<file path="src/rtl/formula_result_drain.sv">
// Credit-based valid/ready shell around the non-backpressuring sqrt(a+sqrt(b+sqrt(c))) pipe.
// Define FORMULA_RESULT_DRAIN_BYPASS_EN to let a result pass straight through when the buffer is empty.
module formula_result_drain #(
  parameter int WIDTH = 32,
  parameter int DEPTH = 8
) (
  input  logic                       clk,
  input  logic                       rst,
  input  logic                       in_valid,
  output logic                       in_ready,
  input  logic [WIDTH-1:0]           in_a,
  input  logic [WIDTH-1:0]           in_b,
  input  logic [WIDTH-1:0]           in_c,
  output logic                       pipe_arg_vld,
  output logic [WIDTH-1:0]           pipe_a,
  output logic [WIDTH-1:0]           pipe_b,
  output logic [WIDTH-1:0]           pipe_c,
  input  logic                       pipe_res_vld,
  input  logic [WIDTH-1:0]           pipe_res,
  output logic                       out_valid,
  input  logic                       out_ready,
  output logic [WIDTH-1:0]           out_data,
  output logic [$clog2(DEPTH+1)-1:0] occupancy,
  output logic                       err_unexpected
);

  localparam int OCC_W = $clog2(DEPTH + 1);
  localparam int PTR_W = $clog2(DEPTH);

  logic [OCC_W-1:0] r_occ;
  logic [OCC_W-1:0] r_inflt;
  logic [OCC_W-1:0] r_cnt;
  logic [PTR_W-1:0] r_wptr;
  logic [PTR_W-1:0] r_rptr;
  logic             r_err;
  logic [WIDTH-1:0] r_mem [DEPTH];

  logic w_accept;
  logic w_res_ok;
  logic w_unexp;
  logic w_empty;
  logic w_byp;
  logic w_pop;
  logic w_wr;
  logic w_rd;

  function automatic logic [PTR_W-1:0] ptr_inc(input logic [PTR_W-1:0] p);
    return (p == PTR_W'(DEPTH - 1)) ? '0 : p + PTR_W'(1);
  endfunction

  function automatic logic [OCC_W-1:0] cnt_upd(input logic [OCC_W-1:0] c,
                                               input logic inc, input logic dec);
    case ({inc, dec})
      2'b10:   return c + OCC_W'(1);
      2'b01:   return c - OCC_W'(1);
      default: return c;
    endcase
  endfunction

  // Credit check uses only registered occupancy, so in_ready never sees out_ready or pipe_res_vld.
  assign in_ready     = ~rst & (r_occ < OCC_W'(DEPTH));
  assign w_accept     = in_valid & in_ready;
  assign pipe_arg_vld = w_accept;
  assign pipe_a       = in_a;
  assign pipe_b       = in_b;
  assign pipe_c       = in_c;

  assign w_res_ok = pipe_res_vld & (r_inflt != '0);
  assign w_unexp  = pipe_res_vld & (r_inflt == '0);
  assign w_empty  = (r_cnt == '0);

`ifdef FORMULA_RESULT_DRAIN_BYPASS_EN
  assign w_byp     = w_empty & w_res_ok & out_ready;
  assign out_valid = ~w_empty | w_res_ok;
  assign out_data  = w_empty ? pipe_res : r_mem[r_rptr];
`else
  assign w_byp     = 1'b0;
  assign out_valid = ~w_empty;
  assign out_data  = r_mem[r_rptr];
`endif

  assign w_pop = out_valid & out_ready;
  assign w_wr  = w_res_ok & ~w_byp;
  // A bypassed result is popped without ever touching the buffer.
  assign w_rd  = w_pop & ~w_empty;

  assign occupancy      = r_occ;
  assign err_unexpected = r_err;

  always_ff @(posedge clk) begin
    if (rst) begin
      r_occ   <= '0;
      r_inflt <= '0;
      r_cnt   <= '0;
      r_wptr  <= '0;
      r_rptr  <= '0;
      r_err   <= 1'b0;
    end else begin
      r_occ   <= cnt_upd(r_occ, w_accept, w_pop);
      r_inflt <= cnt_upd(r_inflt, w_accept, w_res_ok);
      r_cnt   <= cnt_upd(r_cnt, w_wr, w_rd);
      if (w_wr) r_wptr <= ptr_inc(r_wptr);
      if (w_rd) r_rptr <= ptr_inc(r_rptr);
      if (w_unexp) r_err <= 1'b1;
    end
  end

  // Data storage carries no reset; validity is tracked by the counters above.
  always_ff @(posedge clk) begin
    if (w_wr) r_mem[r_wptr] <= pipe_res;
  end

endmodule

</file>
<file path="config.mk">
export PLATFORM = sky130hd
export DESIGN_NAME = formula_result_drain
export DESIGN_NICKNAME = d
export VERILOG_FILES = /design/src/rtl/formula_result_drain.sv
export SDC_FILE = /design/constraint.sdc
export NUM_CORES = 1
export LEC_CHECK = 0
export BUFFER_PORTS_ARGS = -buffer_cell sky130_fd_sc_hd__buf_4
export CORE_ASPECT_RATIO = 1.5
export CORE_UTILIZATION = 45
export CTS_CLUSTER_SIZE = 25
export DETAILED_ROUTE_END_ITERATION = 7
export GPL_TIMING_DRIVEN = 0
export PLACE_DENSITY = 0.74
export SLEW_MARGIN = 20
export SYNTH_ARGS = -nofsm -noshare
export SYNTH_HDL_FRONTEND = slang
export SYNTH_SLANG_ARGS = --single-unit
</file>
<file path="constraint.sdc">
create_clock -name clk -period 4.2 [get_ports clk]
set_input_delay 0.63 -clock clk [delete_from_list [all_inputs] [get_ports clk]]
set_output_delay 0.63 -clock clk [all_outputs]
set_load 0.02 [all_outputs]
</file>
==> metrics.txt <==
Tcrit/Tclk final 0.720; largest family of logic cells by synthesized area multiplexers; Hold Crit Class input pin to register; area occupied by multi-input gates ~2800 um2; Yosys top cell by area edfxtp_1; CP endpoint kind output port; leak pwr 5.26 nW; largest net degree at the start of global routing 21; # rows 72; Simple-Gate Fraction of Synth Area 0.0250; DIE AREA 26,700 um2; drt pass-1 iters 4; Max Fclk around 0.33 GHz; crit path capture out_data[26]; Final HPWL DP 15,000 um; Clock transition at path regs 0.07 ns; CTS resizes 0; Detailed Route WL 22,700 um; sequential cell area 8130 um2; count of different cell masters after synthesis 34; top cell type's share of synthesized area 0.656; WL per Instance 19.4 um; commonest cells after routing, fill and taps aside buf_4 (272), edfxtp_1 (256), mux4_1 (40); Final Hold Vio Count 0; CP Data Required Time roughly 3.6 ns; Compound-Gate Fraction of Synth Area 0.0139; Post-Synth XOR/XNOR Area 0.00673; CTS sink cnt 278; drt drc 0; crit-path max FO 10; RSZ-0062 raised after global routing false; worst r2r dst r_cnt[3]$_SDFFE_PP0P_; setup violators final 0; total gr overflow 0; Clock Path Buffers 3; ant diodes 0; H-tree depth 1; Syn Nets 753; initial drt markers 272; mux contribution to synthesized area 0.172; status completed; initial core utilization 0.456; Final Max Tran Viols 0; layout cells sized above 1 0.476; number of fillers in the final layout 1,996; gpl congestion 0.789; Slew @ Worst Pin 0.866 ns; Tot GR Track Use 0.166; Die Ht 200 um; Yosys reg bits 278; startpoint types register; r2r setup slk 1.46 ns; Slew HR 0.419; Power Density 549 nW/um2; critical path type register to output port; Hold-fix buffers, CTS 0; area delta synth->final 23.0%; IO Pins ~270; fin nets 965; crit path DAT 2.40 ns; most common cell after layout, fill and taps aside buf_4; Hold WS 0.352 ns; number of max-cap violations 0; DR vias ~6,000; IO Port Bufs about 170; Core ar. roughly 26,000 um2; Peak VDD IR 0.000289 V; Fin Clk Skew 0.00826 ns; Reg2Reg Depth 9; vias in the first global route 5,885; Num CTS Buffers 24; Antenna Nets Post-Route 0; R2R Path Start r_cnt[0]$_SDFFE_PP0P_; clock root cell clkbuf_16; Area contributors post-synth edfxtp_1 (66%), mux4_1 (9.0%), buf_4 (6.1%), mux4_2 (4.6%), dfxtp_1 (3.8%); Synth Warn # 0; first-pass GRT wire length 33,000 um; Tot Pwr 0.00792 W; Die X ~130 um; Cells after Synth between 600 and 700; Syn Std Cell Area 11,700 um2; initial antenna violation count 0; Post-Synth Adder-Cell Area 0.0139; CTS tree yes; syn avg cell area between 15 and 20 um2; Final min period 3.03 ns; sequential area share after synthesis 0.693; Post-CTS Setup Bufs 0; vias per cell 5.14; worst-skew pair later-pin latency 0.50 ns
[layer usage]
| layer | share of wire | global-route usage |
|---|---|---|
| met5 | 0 | 0 |
| met3 | 0.058 | 0.0277 |
| met2 | 0.54 | 0.308 |
| met4 | 0.015 | 0.0412 |
| met1 | 0.39 | 0.200 |
[synthesized netlist by cell type]
master	instances
a21oi_1	14
a31oi_1	1
buf_1	3
buf_2	6
buf_4	96
buf_6	7
clkbuf_1	6
clkbuf_2	1
dfxtp_1	22
edfxtp_1	256
ha_1	13
inv_1	3
mux2_2	35
mux2i_1	3
mux4_1	40
mux4_2	24
nand2_1	13
nand2b_1	2
nand3_1	1
nand4b_1	1
nor2_1	17
nor2b_1	8
nor3_1	3
nor4_1	1
nor4b_1	2
nor4bb_1	2
o21ai_0	7
o31ai_1	2
o32ai_1	1
o41ai_4	1
or2_2	1
or3_1	5
or4_1	1
xor2_1	9
[how the worst min path moves through the flow]
stage,from,end,depth (start not counted)
finish,pipe_res[6],r_mem[0][6]$_DFFE_PP_,1
global placement,err_unexpected$_SDFFE_PP0P_,err_unexpected$_SDFFE_PP0P_,2
floorplan,r_rptr[1]$_SDFFE_PP0N_,register,2
global route,pipe_res[5],r_mem[4][5]$_DFFE_PP_,1
CTS,pipe_res[15],r_mem[3][15]$_DFFE_PP_,1
detailed placement,err_unexpected$_SDFFE_PP0P_,err_unexpected$_SDFFE_PP0P_,2
[cell type report]
| cell class | instances | area share |
|---|---|---|
| Multi-Input combinational cell | 207 | 0.192 |
| Inverter | 3 | 0.000781 |
| Clock buffer | 33 | 0.0455 |
| Buffer | 119 | 0.0602 |
| Clock inverter | 10 | 0.00503 |
| Tap cell | 333 | 0.0289 |
| Sequential cell | 278 | 0.564 |
| Timing Repair Buffer | 186 | 0.104 |
[metrics by stage]
stage	TNS [ns]	instances	area, um2	util	worst slack [ns]
3_3_place_gp	-157.16	1112	13400	0.523	-2.05
6_report	0	1169	14400	0.562	1.17
2_1_floorplan	0	607	11700	-	0.483
4_1_cts	0	1169	14400	0.562	1.11
5_1_grt	0	1169	14400	0.562	1.00
3_5_place_dp	0	1126	13700	0.533	1.29
[state kept, by name (all words and copies together) (netlist names), named ones only]
| register | flops |
|---|---|
| r_cnt | 4 |
| r_inflt | 4 |
| r_mem | 256 |
| r_rptr | 3 |
| r_wptr | 3 |
| occupancy | 4 |
| err_unexpected | 1 |
[power breakdown]
group	switching (W)	total (W)	internal, W
Sequential	0.0000990	0.00338	0.00328
Clock	0.000901	0.00205	0.00115
Combinational	0.00124	0.00248	0.00124
[worst max-delay path: stages, from the launching register on]
cell	delay, ns
dfxtp_1	0.30
clkbuf_1	0.37
buf_2	0.40
mux4_2	0.35
mux2_2	0.29
buf_4	0.16
[logic make-up after synthesis]
logic type | count (synthesis)
fa+ha+maj | 13
xor+xnor | 9
compound gates | 26
buf+inv | 122
flops | 278
simple gates | 57
mux | 102
No activity file was read; power rests on OpenSTA's default activity.
